`config.mk`:
```
export PLATFORM = sky130hd
export DESIGN_NAME = class_score_packer_flat
export DESIGN_NICKNAME = d
export VERILOG_FILES = /design/src/rtl/cnn_cls_pkg.sv /design/src/rtl/class_score_packer_if.sv /design/src/rtl/score_sat.sv /design/src/rtl/class_score_packer.sv /design/src/flat_wrapper.sv
export SDC_FILE = /design/constraint.sdc
export NUM_CORES = 1
export LEC_CHECK = 0
export ABC_AREA = 1
export CORE_ASPECT_RATIO = 0.8
export CORE_MARGIN = 1.5
export CORE_UTILIZATION = 40
export CTS_BUF_LIST = sky130_fd_sc_hd__clkbuf_8
export DETAILED_ROUTE_END_ITERATION = 16
export PLACE_DENSITY = 0.69
export REMOVE_ABC_BUFFERS = 1
export SLEW_MARGIN = 40
export SYNTH_ARGS = -nofsm -noshare
export SYNTH_HDL_FRONTEND = slang
export SYNTH_SLANG_ARGS = --single-unit
export TNS_END_PERCENT = 50
```
`constraint.sdc`:
```
create_clock -name clk -period 4.2 [get_ports clk]
set_clock_uncertainty 0.1 [all_clocks]
set_input_delay 0.84 -clock clk [delete_from_list [all_inputs] [get_ports clk]]
set_output_delay 0.84 -clock clk [all_outputs]
set_load 0.05 [all_outputs]
```
`src/rtl/cnn_cls_pkg.sv`:
```
// rtl/cnn_cls_pkg.sv - shared constants and types for the classifier score path
//
// Purpose: slot-order constants, FSM state enum, score and packed-vector types
// shared by class_score_packer and the downstream argmax stage.
package cnn_cls_pkg;

    localparam int NUM_CLASS = 10;
    localparam int DATA_W    = 16;
    localparam int ACC_W     = 32;
    localparam int OUT_W     = NUM_CLASS * DATA_W;
    localparam int CNT_W     = $clog2(NUM_CLASS);
    localparam int FCNT_W    = 16;

    typedef enum logic {
        COLLECT = 1'b0,
        HOLD    = 1'b1
    } state_e;

    typedef logic signed [DATA_W-1:0] score_t;
    typedef logic [OUT_W-1:0]         packed_t;

endpackage

```
`src/rtl/class_score_packer_if.sv`:
```
// rtl/class_score_packer_if.sv - input score stream and packed frame output bundle
//
// Purpose: groups the accumulator input handshake and the packed-frame output
// handshake.
// Ports (slave = packer side):
//   in_valid/in_ready/in_psum/in_last  serial per-class accumulator beats
//   out_valid/out_ready/out_data       one packed frame of NUM_CLASS scores
interface class_score_packer_if
    import cnn_cls_pkg::*;
    ();

    logic             in_valid;
    logic             in_ready;
    logic [ACC_W-1:0] in_psum;
    logic             in_last;
    logic             out_valid;
    logic             out_ready;
    logic [OUT_W-1:0] out_data;

    modport slave (
        input  in_valid, in_psum, in_last, out_ready,
        output in_ready, out_valid, out_data
    );

    modport master (
        output in_valid, in_psum, in_last, out_ready,
        input  in_ready, out_valid, out_data
    );

endinterface

```
`src/rtl/score_sat.sv`:
```
// rtl/score_sat.sv - arithmetic right shift then saturate to DATA_W signed
//
// Purpose: combinational rescale of one accumulator value into a score.
// Ports:
//   acc    in   ACC_W   signed accumulator
//   score  out  DATA_W  floor(acc / 2**FRAC_SHIFT) clamped to the DATA_W range
module score_sat #(
    parameter int ACC_W      = 32,
    parameter int DATA_W     = 16,
    parameter int FRAC_SHIFT = 8
) (
    input  logic signed [ACC_W-1:0]  acc,
    output logic signed [DATA_W-1:0] score
);

    // Range limits of the DATA_W result, expressed at ACC_W width.
    localparam logic signed [ACC_W-1:0] MAX_V =
        {{(ACC_W-DATA_W+1){1'b0}}, {(DATA_W-1){1'b1}}};
    localparam logic signed [ACC_W-1:0] MIN_V =
        {{(ACC_W-DATA_W+1){1'b1}}, {(DATA_W-1){1'b0}}};

    logic signed [ACC_W-1:0] shifted;

    always_comb begin
        shifted = acc >>> FRAC_SHIFT;
        if (shifted > MAX_V) begin
            score = {1'b0, {(DATA_W-1){1'b1}}};
        end else if (shifted < MIN_V) begin
            score = {1'b1, {(DATA_W-1){1'b0}}};
        end else begin
            score = shifted[DATA_W-1:0];
        end
    end

endmodule

```
`src/rtl/class_score_packer.sv`:
```
// rtl/class_score_packer.sv - packs a frame of per-class scores for the argmax stage
//
// Purpose: accepts NUM_CLASS serial accumulator beats, rescales/saturates each
// into its 16-bit slot, then holds the packed frame until it is consumed.
// Ports:
//   clk        clock
//   rst        asynchronous active-low reset
//   clear      synchronous frame abort (clears err_len, keeps data and count)
//   bus        class_score_packer_if slave (input stream + packed output)
//   frame_cnt  completed output handshakes, wrapping
//   err_len    sticky frame-length error
module class_score_packer
    import cnn_cls_pkg::*;
#(
    parameter int FRAC_SHIFT = 8
) (
    input  logic                  clk,
    input  logic                  rst,
    input  logic                  clear,
    class_score_packer_if.slave   bus,
    output logic [FCNT_W-1:0]     frame_cnt,
    output logic                  err_len
);

    state_e              state_q, state_d;
    logic [CNT_W-1:0]    cnt_q, cnt_d;
    logic [FCNT_W-1:0]   frame_cnt_q, frame_cnt_d;
    logic                err_q, err_d;
    packed_t             out_data_q;
    score_t              score;
    logic                accept;
    logic                write_en;
    logic                last_beat;

    score_sat #(
        .ACC_W      (ACC_W),
        .DATA_W     (DATA_W),
        .FRAC_SHIFT (FRAC_SHIFT)
    ) u_score_sat (
        .acc   (bus.in_psum),
        .score (score)
    );

    // Handshake outputs decode state only, so out_ready never reaches in_ready.
    assign bus.in_ready  = (state_q == COLLECT);
    assign bus.out_valid = (state_q == HOLD);
    assign bus.out_data  = out_data_q;
    assign frame_cnt     = frame_cnt_q;
    assign err_len       = err_q;

    assign accept    = bus.in_valid && (state_q == COLLECT);
    assign write_en  = accept && !clear;
    assign last_beat = (cnt_q == CNT_W'(NUM_CLASS - 1));

    always_comb begin
        state_d     = state_q;
        cnt_d       = cnt_q;
        frame_cnt_d = frame_cnt_q;
        err_d       = err_q;
        if (clear) begin
            state_d = COLLECT;
            cnt_d   = '0;
            err_d   = 1'b0;
        end else begin
            unique case (state_q)
                COLLECT: begin
                    if (accept) begin
                        if (last_beat) begin
                            // Frame completes even if in_last is missing.
                            cnt_d   = '0;
                            state_d = HOLD;
                            if (!bus.in_last) begin
                                err_d = 1'b1;
                            end
                        end else if (bus.in_last) begin
                            // Short frame: drop it and restart at slot 0.
                            cnt_d = '0;
                            err_d = 1'b1;
                        end else begin
                            cnt_d = cnt_q + 1'b1;
                        end
                    end
                end
                HOLD: begin
                    if (bus.out_ready) begin
                        state_d     = COLLECT;
                        frame_cnt_d = frame_cnt_q + 1'b1;
                    end
                end
                default: state_d = COLLECT;
            endcase
        end
    end

    always_ff @(posedge clk or negedge rst) begin
        if (!rst) begin
            state_q     <= COLLECT;
            cnt_q       <= '0;
            frame_cnt_q <= '0;
            err_q       <= 1'b0;
        end else begin
            state_q     <= state_d;
            cnt_q       <= cnt_d;
            frame_cnt_q <= frame_cnt_d;
            err_q       <= err_d;
        end
    end

    // Each accepted beat lands in the slot selected by the beat count;
    // slots not written this frame keep their previous contents.
    always_ff @(posedge clk or negedge rst) begin
        if (!rst) begin
            out_data_q <= '0;
        end else begin
            for (int k = 0; k < NUM_CLASS; k++) begin
                if (write_en && (cnt_q == CNT_W'(k))) begin
                    out_data_q[k*DATA_W +: DATA_W] <= score;
                end
            end
        end
    end

endmodule

```
`src/flat_wrapper.sv`:
```
// flat-port wrapper written by rule: the top's interface ports become plain ports
module class_score_packer_flat import cnn_cls_pkg::*;
#(
    parameter int FRAC_SHIFT = 8
)
  (clk, rst, clear, frame_cnt, err_len, bus_in_valid, bus_in_psum, bus_in_last, bus_out_ready, bus_in_ready, bus_out_valid, bus_out_data);
  class_score_packer_if bus_i ();
  input  logic clk;
  input  logic rst;
  input  logic clear;
  output logic [FCNT_W-1:0] frame_cnt;
  output logic err_len;
  input wire logic [$bits(bus_i.in_valid)-1:0] bus_in_valid;
  input wire logic [$bits(bus_i.in_psum)-1:0] bus_in_psum;
  input wire logic [$bits(bus_i.in_last)-1:0] bus_in_last;
  input wire logic [$bits(bus_i.out_ready)-1:0] bus_out_ready;
  output wire logic [$bits(bus_i.in_ready)-1:0] bus_in_ready;
  output wire logic [$bits(bus_i.out_valid)-1:0] bus_out_valid;
  output wire logic [$bits(bus_i.out_data)-1:0] bus_out_data;
  assign bus_i.in_valid = bus_in_valid;
  assign bus_i.in_psum = bus_in_psum;
  assign bus_i.in_last = bus_in_last;
  assign bus_i.out_ready = bus_out_ready;
  assign bus_in_ready = bus_i.in_ready;
  assign bus_out_valid = bus_i.out_valid;
  assign bus_out_data = bus_i.out_data;
  class_score_packer #(.FRAC_SHIFT(FRAC_SHIFT)) u_core (.clk(clk), .rst(rst), .clear(clear), .bus(bus_i), .frame_cnt(frame_cnt), .err_len(err_len));
endmodule
```
==> results by group, run 1 <==
Status
  – Run status: finished, final reports clean

STA
  – Unrepaired setup endpoints after global routing: false
  – Final Max Slew Viols: 0
  – Worst Max-Slew Pin Slew: around 0.75 ns
  – Min cycle time layout: 2.78 ns
  – Hold Violations, Final: 0
  – Fin crit share: 66.2%
  – F_max: 360 MHz
  – Final setup viols: 0
  – Setup TNS Final: 0 ns
  – Slew HR: 49.7%

Critical path
  – Slowest-stage cell, CP: clkdlybuf4s50_1
  – Reg-to-Reg Start: u_core.cnt_q[1]
  – Crit-path max FO: 5
  – Reg-to-Reg End: u_core.bus.out_data[159]
  – Sum of buffers and inverters on the critical path: 2
  – Kind of critical path: reg -> out
  – Critical path's largest stage delay: 0.82 ns
  – Critical Path, Cell by Cell: inv_2, clkdlybuf4s50_1
  – CP Capture Type: output port
  – Req. time, crit path: 3.26 ns
  – Top cell family by delay on the critical path: buffers and inverters
  – R2r setup slk: 1.91 ns
  – WP data arrival: 1.84 ns
  – R2R cell count: 7
  – Critical Path Start Type: flip-flop

Logic synthesis
  – Post-synth top area share: 60.4%
  – Syn avg cell area: 8.46 µm²
  – Synth area leader: dfrtp_1
  – Synth top cells by count: nand2_1 (552), dfrtp_1 (182), nor2_1 (28)
  – Ys async rst share: 100%
  – Number of flops mapped to enable cells by yosys: 0
  – Synth Register Bits: 182
  – Synth unique cells: 28
  – Synth warn: 0
  – Most frequent cell after synthesis: nand2_1
  – Synth Instances: just under 900
  – Post-Syn Area: between 0.007 and 0.008 mm²
  – Top cells by area, synth: dfrtp_1 (60%), nand2_1 (27%), nor2_1 (1.4%), o21ai_0 (1.3%), nand3_4 (1.2%)
  – Main synth FF type: dfrtp_1
  – Seq/Total Area, Yosys: 60.4%

Pwr
  – Pwr Total: 4.78 mW
  – Peak VDD IR: 0.362 mV
  – Static leakage: 5.19 nW
  – Pwr dens: 466 mW/mm²

Clock tree
  – Post-CTS Setup Repair Bufs: 0
  – CTS resizes: 0
  – H-tree level count: 4
  – CTS sink cnt: 182
  – Latest clock arrival within the worst-skew pair: ~0.45 ns
  – CTS tree: done
  – Cts-stage hold buffer count: 0
  – Clock buffer count from CTS: 17
  – Clock Tree Buf Depth: 2
  – Root Buffer: clkbuf_8
  – Clock-pin slew on the worst setup and hold paths: 0.10 ns

GRT
  – GRT Util Overall: about a quarter
  – Grt ovf: 0
  – Global-route wire length before repair: 35400 µm
  – Initial antenna violation count: 0
  – Largest net degree at the start of global routing: 85
  – Number of global-route vias before repair: 6209

Routing
  – WL final: 22900 µm
  – Vias per cell: 4.81
  – Vias post-DR: 6555
  – Initial DRC Count: 581
  – Post-route ant nets: 0
  – Drc violations: 0
  – Number of iterations in the first detailed-routing pass: 5
  – WL/cell: 16.8 µm

Placement
  – Dpl hpwl: 15200 µm
  – Port-buffer cells: 208
  – Gpl congestion: 0.879

Floorplan
  – Die Wd: 157 µm
  – Die Span Y: 126 µm
  – Die area: 0.0197 mm²
  – Number of I/O pins: 217
  – Initial Util: ~41%
  – Site Rows: 44
  – Core area: 0.0183 mm²

Worst hold path
  – Min-Delay Path Class: in -> async

Layout
  – N_diodes: 0
  – Final nets: approximately 1100
  – Layout area overhead: 35.9%
  – Share of layout cells above drive strength 1: roughly 5.6%

Run
  – Max cap viols: 0
sequential cells by signal (all words and copies together), names as in the netlist:
| signal | count |
|---|---|
| u_core.cnt_q | 4 |
| u_core.frame_cnt | 16 |
| u_core.err_len | 1 |
| u_core.bus.out_valid | 1 |
| u_core.bus.out_data | 160 |
cell families (layout without fill, tap and decap cells):
logic type,count (synthesis),count (layout),synth area share (%)
and+or+nand+nor,613,613,32.7
DFF,182,182,60.4
buffers and inverters,61,280,3.62
AOI/OAI and AO/OA,22,22,1.53
xor gates and xnor gates,8,8,0.929
adders and majority gates,5,5,0.830
worst max-delay path by stage:
stage,to,depth (start not counted),from,slack (ns)
final,bus_in_ready,2,u_core.bus.out_valid,1.42
after global routing,bus_in_ready,2,u_core.bus.out_valid,1.35
after CTS,bus_in_ready,2,u_core.bus.out_valid,1.40
after detailed placement,u_core.bus.out_data[148],6,bus_in_psum[31],1.05
after global placement,u_core.bus.out_data[148],6,bus_in_psum[31],1.07
after floorplan,u_core.bus.out_data[159],6,u_core.bus.out_valid,2.08
power by group:
part	internal [mW]	total [mW]	switching [mW]
clock	0.551	1.21	0.656
sequential	1.95	2.07	0.122
combinational	0.447	1.50	1.05
total	2.95	4.78	1.83
metal layers:
metal / up-vias / track usage [%] / wire, µm
met5: - / 0 / 0
met2: 291 / 34.1 / 9690
met4: 0 / 7.00 / 435
met3: 28 / 8.29 / 2410
met1: 3102 / 34.4 / 10400
li1: 3134 / - / -
worst reg2reg max path, delay by kind of cell, from the launching register on:
family / cells / cell delay, ns
simple gates: 3 / 0.88
buf+inv: 2 / 0.44
flops: 1 / 0.41
fa+ha+maj: 1 / 0.27
compound gates: 1 / 0.08
cells in the final DEF (no fill, tap or decap), types with 2 or more instances in the layout:
| cell type | count |
|---|---|
| nand2_1 | 552 |
| clkdlybuf4s50_1 | 207 |
| dfrtp_1 | 182 |
| nor2_1 | 28 |
| inv_1 | 23 |
| o21ai_0 | 19 |
| clkbuf_8 | 19 |
| inv_2 | 13 |
| nand3_1 | 9 |
| nand4_1 | 7 |
| nand3_4 | 5 |
| xor2_1 | 5 |
| ha_1 | 5 |
| clkinvlp_4 | 4 |
| nor3_1 | 3 |
| xnor2_1 | 3 |
| clkinv_2 | 3 |
| nor2_4 | 3 |
| inv_6 | 3 |
| nor2_2 | 2 |
| bufinv_16 | 2 |
| buf_4 | 2 |
final cells by class:
type	instances	area, µm²
tap	253	317
clock buffer	18	248
timing repair buffer	211	2120
multi-input combinational	648	2710
fill	1694	8030
sequential	182	4550
inverter	37	143
clock inverter	14	150
stage by stage:
step | std cells | setup WS, ns | area [µm²] | util [%] | hold slack (ns)
global route | 1363 | 1.35 | 10200 | 56.1 | 0.338
detailed placement | 1331 | 1.05 | 9850 | 53.9 | 0.364
global placement | 1331 | 1.07 | 9850 | 53.9 | 0.362
finish | 1363 | 1.42 | 10200 | 56.1 | 0.297
CTS | 1363 | 1.40 | 10200 | 56.0 | 0.352
floorplan | 867 | 2.08 | 7410 | - | 0.444
No activity file was read; power rests on OpenSTA's default activity.
==> run 2: changes to the inputs <==
PLACE_DENSITY = 0.72   (was 0.69)
clock period = 2.5 ns   (was 4.2 ns; I/O delays follow)
==> run 2 against run 1 <==
Against the previous run: sequential share of layout area down 1.6 points; global-route usage down 0.12 points; via count grew 0.87%; combinational power rose by 72%; largest cell class unchanged; highest routed layer unchanged.
==> results by group, run 2 (synthesized netlist as in run 1, its figures left out) <==
Pwr
  – Flop pwr share: between 40% and 50%
  – Pwr dens: 747 mW/mm²
  – Static leakage: 5.42 nW
  – Combinational Power Share: 32.5%
  – Peak VDD IR: 0.640 mV
  – Switching share of power: 38.2%
  – Clock share of power: 23.5%
  – Pint: 4.90 mW
  – Net Sw Power: about 3.0 mW

STA
  – Setup WS post-layout: 0.122 ns
  – Fin crit share: between 90% and 100%
  – Final Max Slew Viols: 0
  – Slew HR: 62.7%
  – Worst Max-Slew Pin Slew: between 0.5 and 0.6 ns
  – Final setup viols: 0
  – Unrepaired setup endpoints after global routing: false
  – Hold Violations, Final: 0
  – Min cycle time layout: 2.38 ns
  – F_max: 421 MHz
  – Setup TNS Final: 0 ns
  – Hold Worst Slack: 0.385 ns

Floorplan
  – Core area: 0.0183 mm²
  – Number of I/O pins: 217
  – Die Span Y: ~130 µm
  – Die Wd: roughly 160 µm
  – Initial Util: 41.3%
  – Site Rows: 44
  – Die area: about 0.02 mm²

Routing
  – Drc violations: 0
  – Post-route ant nets: 0
  – Initial DRC Count: 469
  – Vias post-DR: 6612
  – Number of iterations in the first detailed-routing pass: 5
  – WL final: roughly 23000 µm
  – WL/cell: about 16 µm
  – Vias per cell: 4.73

Critical path
  – CP Capture Type: output port
  – Critical Path Start Type: flip-flop
  – Req. time, crit path: about 1.9 ns
  – Crit-path max FO: 6
  – WP data arrival: 1.78 ns
  – Sum of buffers and inverters on the critical path: 1
  – Critical path's largest stage delay: 0.85 ns
  – Slowest-stage cell, CP: clkdlybuf4s50_1
  – Kind of critical path: reg -> out
  – Critical Path, Cell by Cell: clkdlybuf4s50_1
  – Top cell family by delay on the critical path: buffers and inverters

Clock tree
  – Clock-pin slew on the worst setup and hold paths: 0.09 ns
  – H-tree level count: 4
  – Root Buffer: clkbuf_8
  – CTS tree: done
  – Latest clock arrival within the worst-skew pair: 0.45 ns
  – CTS sink cnt: roughly 180
  – Clock buffer count from CTS: 17
  – Clock Tree Buf Depth: 2

GRT
  – Global-route wire length before repair: 35300 µm
  – GRT Util Overall: 23.8%
  – Grt ovf: 0
  – Number of global-route vias before repair: 6219
  – Largest net degree at the start of global routing: 57
  – Initial antenna violation count: 0

Run
  – Max cap viols: 0

Layout
  – Commonest non-fill, non-tap cells in the layout: nand2_1 (552), clkdlybuf4s50_1 (206), dfrtp_1 (182)
  – N_diodes: 0
  – Share of layout cells above drive strength 1: 8.20%
  – Layout area overhead: 40.8%
  – Final nets: around 1200
  – Commonest non-fill, non-tap cell in the layout: nand2_1
  – Max FFs per register: 160

Placement
  – Gpl congestion: 0.894
  – Dpl hpwl: 15600 µm
  – DP Worst Slack: between 0.2 and 0.25 ns
  – Port-buffer cells: between 200 and 250

Worst hold path
  – Min-Delay Path Class: reg -> reg

Status
  – Run status: finished, final reports clean
-- run 2: timing repair --
| item | in CTS | in global routing |
|---|---|---|
| setup buffers | 0 | 0 |
| endpoints found under the setup margin | 0 | 1 |
| hold buffers | 1 | 0 |
| endpoints found under the hold margin | 50 | 0 |
| resized for setup | 0 | 1 |
-- run 2: per-stage QoR --
stage	power, mW	instances	cell area [µm²]	util [%]
finish	7.93	1399	10600	58.1
floorplan	5.04	867	7410	-
global route	8.27	1399	10600	58.1
global placement	6.09	1366	10200	56.1
detailed placement	6.11	1366	10200	56.1
CTS	8.00	1399	10600	58.1
-- run 2: routing by layer --
layer  up-vias  GRT usage (%)  part of all wire [%]
met4         0           5.15                  0.81
met2       274           35.7                    44
met1      3120           34.0                    45
met5         -              0                     0
li1       3205              -                     -
met3        13           7.43                    10
-- run 2: power groups by stage --
| stage | combinational, mW | sequential [mW] | clock (mW) |
|---|---|---|---|
| global route | 2.71 | 3.52 | 2.03 |
| floorplan | 0.363 | 4.68 | 0 |
| detailed placement | 2.59 | 3.52 | 0 |
| global placement | 2.56 | 3.53 | 0 |
| finish | 2.58 | 3.48 | 1.86 |
| CTS | 2.60 | 3.48 | 1.91 |
-- run 2: path summary, 6_finish.rpt --
kind,endpoint,slack (ns),from,cells after the start
worst min-delay path,u_core.bus.out_data[126],0.38,u_core.bus.out_data[126],2
worst max register to register,u_core.frame_cnt[10],0.72,u_core.frame_cnt[1],6
worst min register to register,u_core.bus.out_data[126],0.38,u_core.bus.out_data[126],2
worst max-delay path,frame_cnt[6],0.12,u_core.frame_cnt[6],1
max in group asynchronous,u_core.bus.out_data[20],1.03,rst,3
min in group asynchronous,u_core.bus.out_data[55],0.46,rst,2
-- run 2: cell type report --
cell class | count | area [µm²]
Multi-Input combinational cell | 648 | 2710
Inverter | 37 | 143
Clock buffer | 18 | 248
Tap cell | 253 | 317
Timing Repair Buffer | 247 | 2530
Clock inverter | 14 | 111
Fill cell | 1606 | 7660
Sequential cell | 182 | 4550
-- run 2: worst reg2reg max path, cell delays in order (launching register included) --
cell	delay, ns
dfrtp_1	0.46
ha_1	0.26
nand4_1	0.21
nor2_1	0.27
nand2_1	0.14
o21ai_0	0.17
nand2_1	0.06
